**src/rtl/fifo_pkg.sv**
```systemverilog
// Shared definitions for the FIFO write-side (and future read-side) schedulers.
//   state_t / ST_*   : two-state grant FSM encoding (IDLE, BUSY)
//   DEFAULT_DATA_WIDTH: default word width, matches the dual-clock FIFO
//   idx_width()      : clog2-based width for index and counter registers
package fifo_pkg;

    typedef logic [0:0] state_t;

    localparam state_t ST_IDLE = 1'b0;
    localparam state_t ST_BUSY = 1'b1;

    localparam int DEFAULT_DATA_WIDTH = 8;

    // Width able to hold the values 0..n-1; never narrower than one bit.
    function automatic int idx_width(input int n);
        return (n > 1) ? $clog2(n) : 1;
    endfunction

endpackage

```
**src/rtl/fifo_wr_arbiter_if.sv**
```systemverilog
// Bundle of producer-side and FIFO-side signals around the write arbiter.
//   req/req_data/ack : producer handshake (word moves when req[i] && ack[i])
//   full/w_en/w_data : FIFO write port, write clock domain
//   busy/owner       : grant status
// master = arbiter side, slave = producers + FIFO side.
interface fifo_wr_arbiter_if #(
    parameter int NUM_REQ    = 4,
    parameter int DATA_WIDTH = fifo_pkg::DEFAULT_DATA_WIDTH
);
    import fifo_pkg::*;

    localparam int OWNER_W = idx_width(NUM_REQ);

    logic [NUM_REQ-1:0]            req;
    logic [NUM_REQ*DATA_WIDTH-1:0] req_data;
    logic [NUM_REQ-1:0]            ack;
    logic                          full;
    logic                          w_en;
    logic [DATA_WIDTH-1:0]         w_data;
    logic                          busy;
    logic [OWNER_W-1:0]            owner;

    modport master (
        input  req, req_data, full,
        output ack, w_en, w_data, busy, owner
    );

    modport slave (
        output req, req_data, full,
        input  ack, w_en, w_data, busy, owner
    );

endinterface

```
**src/rtl/fifo_wr_arbiter_rr_pick.sv**
```systemverilog
// rr_pick: combinational round-robin priority search.
//   req   : request vector
//   last  : index of the most recent grantee
//   valid : at least one request is set
//   idx   : first set request searching last+1, last+2, ... (mod N);
//           'last' itself is searched last so a lone requester is re-picked.
module rr_pick
    import fifo_pkg::*;
#(
    parameter  int N = 4,
    localparam int W = idx_width(N)
) (
    input  logic [N-1:0] req,
    input  logic [W-1:0] last,
    output logic         valid,
    output logic [W-1:0] idx
);

    logic [W-1:0] cand;

    // Walk from the farthest candidate back to the nearest so the nearest
    // set request after 'last' is the one left in idx.
    always_comb begin
        valid = 1'b0;
        idx   = last;
        cand  = last;
        for (int k = N; k >= 1; k--) begin
            cand = W'((int'(last) + k) % N);
            if (req[cand]) begin
                valid = 1'b1;
                idx   = cand;
            end
        end
    end

endmodule

```
**src/rtl/fifo_wr_arbiter.sv**
```systemverilog
// fifo_wr_arbiter: round-robin, burst-limited arbiter sharing the FIFO write
// port among NUM_REQ producers.
//   clk  : write-domain clock (same net as FIFO w_clk)
//   rst  : asynchronous active-high reset
//   bus  : fifo_wr_arbiter_if.master (req, req_data, ack, full, w_en,
//          w_data, busy, owner)
// A grant ends when the owner drops req or after MAX_BURST accepted words;
// every release passes through one IDLE cycle. full only stalls the owner,
// it never causes rotation.
module fifo_wr_arbiter
    import fifo_pkg::*;
#(
    parameter int NUM_REQ    = 4,
    parameter int DATA_WIDTH = DEFAULT_DATA_WIDTH,
    parameter int MAX_BURST  = 4
) (
    input  logic                clk,
    input  logic                rst,
    fifo_wr_arbiter_if.master   bus
);

    localparam int OWNER_W = idx_width(NUM_REQ);
    localparam int BEAT_W  = idx_width(MAX_BURST + 1);
    localparam logic [BEAT_W-1:0] LAST_BEAT = BEAT_W'(MAX_BURST - 1);

    state_t              state_reg, state_next;
    logic [OWNER_W-1:0]  owner_reg, owner_next;
    logic [BEAT_W-1:0]   beat_cnt_reg, beat_cnt_next;

    logic                pick_valid;
    logic [OWNER_W-1:0]  pick_idx;
    logic                transfer;
    logic [DATA_WIDTH-1:0] words [NUM_REQ];

    rr_pick #(.N(NUM_REQ)) u_pick (
        .req   (bus.req),
        .last  (owner_reg),
        .valid (pick_valid),
        .idx   (pick_idx)
    );

    // Unpack the flattened producer data and build the one-hot ack. The ack
    // depends on state_reg, so an asynchronous reset drops it immediately.
    for (genvar gi = 0; gi < NUM_REQ; gi++) begin : g_prod
        assign words[gi]   = bus.req_data[gi*DATA_WIDTH +: DATA_WIDTH];
        assign bus.ack[gi] = (state_reg == ST_BUSY) && (owner_reg == OWNER_W'(gi))
                             && bus.req[gi] && !bus.full;
    end

    assign transfer   = |bus.ack;
    assign bus.w_en   = transfer;
    assign bus.w_data = words[owner_reg];
    assign bus.busy   = (state_reg == ST_BUSY);
    assign bus.owner  = owner_reg;

    always_comb begin
        state_next    = state_reg;
        owner_next    = owner_reg;
        beat_cnt_next = beat_cnt_reg;
        case (state_reg)
            ST_IDLE: begin
                if (pick_valid) begin
                    state_next    = ST_BUSY;
                    owner_next    = pick_idx;
                    beat_cnt_next = '0;
                end
            end
            default: begin
                if (!bus.req[owner_reg]) begin
                    state_next = ST_IDLE;
                end else if (transfer) begin
                    beat_cnt_next = beat_cnt_reg + 1'b1;
                    if (beat_cnt_reg == LAST_BEAT) begin
                        state_next = ST_IDLE;
                    end
                end
                // req high with full high: stall, nothing changes
            end
        endcase
    end

    // owner resets to the last index so producer 0 is searched first.
    always_ff @(posedge clk or posedge rst) begin
        if (rst) begin
            state_reg    <= ST_IDLE;
            owner_reg    <= OWNER_W'(NUM_REQ - 1);
            beat_cnt_reg <= '0;
        end else begin
            state_reg    <= state_next;
            owner_reg    <= owner_next;
            beat_cnt_reg <= beat_cnt_next;
        end
    end

endmodule
```
**src/flat_wrapper.sv**
```systemverilog
// flat-port wrapper written by rule: the top's interface ports become plain ports
module fifo_wr_arbiter_flat import fifo_pkg::*;
#(
    parameter int NUM_REQ    = 4,
    parameter int DATA_WIDTH = DEFAULT_DATA_WIDTH,
    parameter int MAX_BURST  = 4
)
  (clk, rst, bus_req, bus_req_data, bus_full, bus_ack, bus_w_en, bus_w_data, bus_busy, bus_owner);
  fifo_wr_arbiter_if #(.NUM_REQ(NUM_REQ), .DATA_WIDTH(DATA_WIDTH)) bus_i ();
  input  logic clk;
  input  logic rst;
  input wire logic [$bits(bus_i.req)-1:0] bus_req;
  input wire logic [$bits(bus_i.req_data)-1:0] bus_req_data;
  input wire logic [$bits(bus_i.full)-1:0] bus_full;
  output wire logic [$bits(bus_i.ack)-1:0] bus_ack;
  output wire logic [$bits(bus_i.w_en)-1:0] bus_w_en;
  output wire logic [$bits(bus_i.w_data)-1:0] bus_w_data;
  output wire logic [$bits(bus_i.busy)-1:0] bus_busy;
  output wire logic [$bits(bus_i.owner)-1:0] bus_owner;
  assign bus_i.req = bus_req;
  assign bus_i.req_data = bus_req_data;
  assign bus_i.full = bus_full;
  assign bus_ack = bus_i.ack;
  assign bus_w_en = bus_i.w_en;
  assign bus_w_data = bus_i.w_data;
  assign bus_busy = bus_i.busy;
  assign bus_owner = bus_i.owner;
  fifo_wr_arbiter #(.NUM_REQ(NUM_REQ), .DATA_WIDTH(DATA_WIDTH), .MAX_BURST(MAX_BURST)) u_core (.clk(clk), .rst(rst), .bus(bus_i));
endmodule
```
**config.mk**
```make
export PLATFORM = sky130hd
export DESIGN_NAME = fifo_wr_arbiter_flat
export DESIGN_NICKNAME = d
export VERILOG_FILES = /design/src/rtl/fifo_pkg.sv /design/src/rtl/fifo_wr_arbiter_if.sv /design/src/rtl/fifo_wr_arbiter_rr_pick.sv /design/src/rtl/fifo_wr_arbiter.sv /design/src/flat_wrapper.sv
export SDC_FILE = /design/constraint.sdc
export NUM_CORES = 1
export LEC_CHECK = 0
export ABC_AREA = 1
export BUFFER_PORTS_ARGS = -buffer_cell sky130_fd_sc_hd__buf_2
export CORE_MARGIN = 3
export CORE_UTILIZATION = 44
export DETAILED_ROUTE_END_ITERATION = 6
export PLACE_DENSITY = 0.91
export REMOVE_ABC_BUFFERS = 1
export SYNTH_ARGS = -nofsm -noshare
export SYNTH_HDL_FRONTEND = slang
export SYNTH_SLANG_ARGS = --single-unit
```
**constraint.sdc**
```tcl
create_clock -name clk -period 5.15 [get_ports clk]
set_input_delay 0.515 -clock clk [delete_from_list [all_inputs] [get_ports clk]]
set_output_delay 0.515 -clock clk [all_outputs]
set_load 0.01 [all_outputs]
```
Word level (Yosys, flattened, before mapping)
Cells that the tools add are included.

Equal/unequal tests: 6. Multiplexer cells: 30. $lt $le $gt $ge: 6. $add $sub $neg: 5. Bitwise operators: 2. Reduce and logical (&&, ||, !) cells: 19.

Operators by type and width (count): $bmux W8 S2 (1); $mux W8 (2); $lt A2 B3 Y1 const B (5); $mux W1 (14); $logic_and A1 B1 Y1 (12); $mux W3 (4); $bmux W1 S2 (5); $mux W2 (4); $reduce_and A3 Y1 (2); $add A2 B1 Y2 const B (2); $add A2 B2 Y2 const B (2); $eq A2 B2 Y1 const B (2); $ne A2 B2 Y1 const B (2); $reduce_bool A4 Y1 (1); $reduce_or A4 Y1 (1); $add A3 B1 Y3 const B (1); $eq A3 B2 Y1 const B (1); $ge A3 B3 Y1 const B (1); $not A2 Y3 (1); $eq A2 B1 Y1 const B (1); $logic_not A2 Y1 (1); $reduce_bool A2 Y1 (1); $logic_not A1 Y1 (1); $not A1 Y1 (1).

Output and inout bits: 16. Word-level logic and storage cells: 71. Register bits after elaboration: 6.

Logic depth before layout (Yosys ltp)
Word-level depth: 9. Depth in mapped cells: 13. Depth with buffers taken out: 11.

By module
From an unflattened synthesis, not the netlist that was laid out.

Cell total of the unflattened synthesis: 133. Area, all modules: 857.1 um^2.

By module, submodules not included: fifo_wr_arbiter (cells an instance 87, area an instance 643.1 um^2, instances 1); rr_pick (cells an instance 46, area an instance 214.0 um^2, instances 1).

Least setup slack after synthesis
OpenSTA, ideal clock, no wires.

Path kind: reg2out. Start point: register u_core.owner_reg[0] (netlist: u_core.bus.owner[0]). End point: output bus_w_en. Data arrival time: 1.609 ns. Cell stages (with the launch flop): 9. Setup slack: 3.026 ns. Buffers on the path: 2. Required time: 4.635 ns. Path through: dfstp_2 inv_2 buf_4 clkbuf_1 ha_1 nand2_1 nor2_2 nor2_1 nand2_4.

Cells in the longest elaborated chain, start to end: 5.

Ends and longest elaborated chain: start: declaration (line fifo_wr_arbiter.sv:27) `logic [OWNER_W-1:0] owner_reg, owner_next;`; start signal: assignment (line fifo_wr_arbiter.sv:86) `owner_reg <= OWNER_W'(NUM_REQ - 1);`; start signal: assignment (line fifo_wr_arbiter.sv:90) `owner_reg <= owner_next;`; $logic_not A2 Y1 (line fifo_wr_arbiter.sv:46) `assign bus.ack[gi] = (state_reg == ST_BUSY) && (owner_reg == OWNER_W'(gi))`; $logic_and A1 B1 Y1 (line fifo_wr_arbiter.sv:46); $logic_and A1 B1 Y1 (2 in series) (line fifo_wr_arbiter.sv:47) `&& bus.req[gi] && !bus.full;`; net bus_ack[0] (line flat_wrapper.sv:15) `output wire logic [$bits(bus_i.ack)-1:0] bus_ack;`; $reduce_or A4 Y1 (line fifo_wr_arbiter.sv:50) `assign transfer = |bus.ack;`; end: declaration (line flat_wrapper.sv:16) `output wire logic [$bits(bus_i.w_en)-1:0] bus_w_en;`.

The timed path passes the listed nets, and every way through them passes these cells.

Final worst setup path
Start point: register u_core.owner_reg[0] (netlist: u_core.bus.owner[0]). End point: output bus_w_en.

Cells in the longest elaborated chain, start to end: 5.

Ends and longest elaborated chain (line): $eq A2 B1 Y1 (tied with other cells) (fifo_wr_arbiter.sv:46); $logic_and A1 B1 Y1 (fifo_wr_arbiter.sv:46); $logic_and A1 B1 Y1 (2 in series) (fifo_wr_arbiter.sv:47); $reduce_or A4 Y1 (*) (fifo_wr_arbiter.sv:50).

Every way passes the cells marked *; elsewhere a longest branch is shown, timed or not.

==> results.json <==
{
  "cap_violations": 0,
  "crit-reg2reg-capture": "u_core.beat_cnt_reg[1]$_DFFE_PP0P_",
  "share_seq_of_total_power_pct": 19.1,
  "netSwitchingFraction_pct": 56.2,
  "placement.io_buffers": 54,
  "path_buf_inv": 2,
  "slew_violations": 0,
  "min_period_ps": 2610,
  "critPathMaxFanout": 27,
  "insertion_delay_ps": 250,
  "final_common_cell": "sky130_fd_sc_hd__buf_2",
  "netlist_area_um2": 808,
  "via_per_inst": 5.10,
  "setup_tns_ps": 0,
  "cts_inserted_buffers": 3,
  "post_synth_inst_count": 137,
  "power_density_mw_per_mm2": 553,
  "worst_path_max_delay_cell": "sky130_fd_sc_hd__dfstp_2",
  "grt_first_pass_wirelength_um": 3940,
  "layout.cells.most_common_list": "sky130_fd_sc_hd__buf_2, sky130_fd_sc_hd__nand2_1, sky130_fd_sc_hd__nor2_1, sky130_fd_sc_hd__o21ai_0, sky130_fd_sc_hd__nand3_1",
  "floorplan.rows": 14,
  "timing.final.crit_share_pct": 50.7,
  "post-place-ws_ps": 2800,
  "grt_use_met1_pct": 25.9,
  "drtIter0Drc": 11,
  "reg2reg_setup_slack_ps": 2800,
  "fin_ws_ps": 2540,
  "largest_register_ff_count": 3,
  "maximum_number_of_pins_on_one_net_before_global_route_repair": 28,
  "clk_transition_reported_paths_ps": 50,
  "worst_ep_arrival_time_ps": 2100,
  "route.vias.total": 1087,
  "critPathRequiredTime_ps": 4640,
  "syn-mean-instance-area_um2": 5.90,
  "cts_tree": "yes",
  "first_pass_iteration_count_of_the_detailed_router": 4,
  "grt_pass1_vias": 945,
  "worst_setup_path_startpoint": "u_core.bus.owner[0]$_DFFE_PP1P_",
  "finalSetupViolCount": 0,
  "yosysSeqAreaShare_pct": 18.9,
  "synth_seq_cells": 6,
  "worstSetupPathType": "flip-flop to output port",
  "timing.max_slew.rel_slack_pct": 70.5,
  "worst_path_dominant_cell_family": "flip-flops",
  "path_depth": 7,
  "post_dp_cell_area_mm2": 0.00108,
  "routed_wire_length_per_instance_um": 10.8,
  "synthesis.yosys.warnings": 0,
  "final_antenna_violating_net_count": 0,
  "critical_path.startpoint_type": "flip-flop",
  "drc": 0,
  "cts_hold_repair.buffers": 0,
  "clockBufferDepth": 2,
  "power.net_switching_uw": 344,
  "area_growth_synth_to_finish_pct": 37.0,
  "cts.root.buffer_cell": "sky130_fd_sc_hd__clkbuf_4",
  "layout.nets": 235,
  "p_leak_uw": 0.000642,
  "busiest_layer": "met2",
  "antenna_cells_inserted": 0,
  "globalplace.congestion": 0.723,
  "outcome": "complete, no violations",
  "worst_clock_skew_ps": 8.51,
  "multi_input_area_um2": 587,
  "die_y_um": 48.9,
  "drive_gt1_share_pct": 37.6,
  "globalRoute.totalOverflow": 0,
  "floorplan.initialDensity_pct": 50.2,
  "groute.usage.overall_pct": 19.6,
  "power_frac_comb_pct": 73.0,
  "cellInternalPower_uw": 268,
  "setup.worst_path.end_class": "output port",
  "global_route_met3_usage_pct": 3.06,
  "reg2regPathDepth": 10,
  "fillers": 153,
  "endpoint": "bus_w_en",
  "critPathMaxStageDelay_ps": 810,
  "die_area_mm2": 0.00239,
  "cp_cell_sequence": "inv_2 > ha_1 > nand2_1 > nor2_2 > nor2_1 > nand2_4 > buf_2",
  "routed_wirelength_um": 2300,
  "htree_levels": 1,
  "use_met2_pct": 33.3,
  "post_synth_num_cell_types": 21,
  "timing.fmax_mhz": 383,
  "vdd_ir_drop_max_uv": 295,
  "postLayoutCellArea_mm2": 0.00111,
  "ios": 55,
  "cts_resized": 0,
  "die_width_um": 48.9,
  "power.clock.fraction_pct": 7.9,
  "antenna_found_initial": 0,
  "hp-class": "input port to async pin",
  "rsz_0062_raised_after_global_routing": "false",
  "clock_sinks": 6,
  "hold_violation_count_in_the_final_report": 0,
  "worst_pin_slew_ps": 443,
  "sequential_cell_area_um2": 153,
  "core_area_mm2": 0.00161,
  "worst_r2r_src": "u_core.bus.owner[0]$_DFFE_PP1P_",
  "dpl.hpwl_um": 1830,
  "post-cts-setup-buffers": 0
}
==> cells in the mapped netlist (all sizes together) <==
cell type   n  area (um2)
or2         3        21.3
nand4       1        6.26
ha          6        75.1
o22ai       8        50.1
o21ai      17        85.1
nand3      12        60.1
dfstp       2        52.6
buf         2        12.5
nand2      41         169
clkbuf      4        15.0
inv        11        41.3
dfrtp       4         100
nor2       24         110
a21oi       2        10.0
==> logic make-up after synthesis <==
group	count (synthesis)	share of synthesized area, %
AND/OR/NAND/NOR	81	45.4
AO/OA/AOI/OAI	27	18.0
buffers and inverters	17	8.51
adder cells (fa/ha/maj)	6	9.29
flip-flops	6	18.9
==> worst min path at each step <==
| stage | start | to | slack (ps) | cells after the start |
|---|---|---|---|---|
| global route | rst | u_core.bus.busy$_DFF_PP0_ | 180 | 2 |
| floorplan | rst | u_core.beat_cnt_reg[0]$_DFFE_PP0P_ | 300 | 1 |
| global placement | rst | u_core.bus.busy$_DFF_PP0_ | 430 | 2 |
| finish | rst | u_core.bus.busy$_DFF_PP0_ | 170 | 2 |
| CTS | rst | u_core.bus.busy$_DFF_PP0_ | 170 | 2 |
| detailed placement | rst | u_core.bus.busy$_DFF_PP0_ | 430 | 2 |
==> routing by layer <==
layer	vias up	part of all wire (%)
li1	552	-
met5	-	0
met1	493	43
met2	40	50
met3	2	6.4
met4	0	0.48
==> through the flow <==
stage	utilization, %	hold WS [ps]	total power (uW)	std cells
finish	68.7	165	612	213
global route	68.7	179	681	213
CTS	68.7	167	611	213
detailed placement	67.1	430	561	209
global placement	67.1	427	540	209
floorplan	-	305	420	131
==> area by class of cell <==
cell class,instances,area share (%)
clock buffer,4,2.37
inverter,11,3.73
multi-input combinational,114,53.0
sequential,6,13.8
tap,24,2.71
timing repair buffer,54,24.4
==> power by group through the flow <==
stage               Sequential, uW  Clock (uW)  Combinational [uW]
floorplan                      110           0                 310
global placement               114           0                 426
detailed placement             117           0                 444
CTS                            115        48.4                 448
global route                   122        53.1                 505
finish                         117        48.5                 446
(Power assumes the default switching activity.)
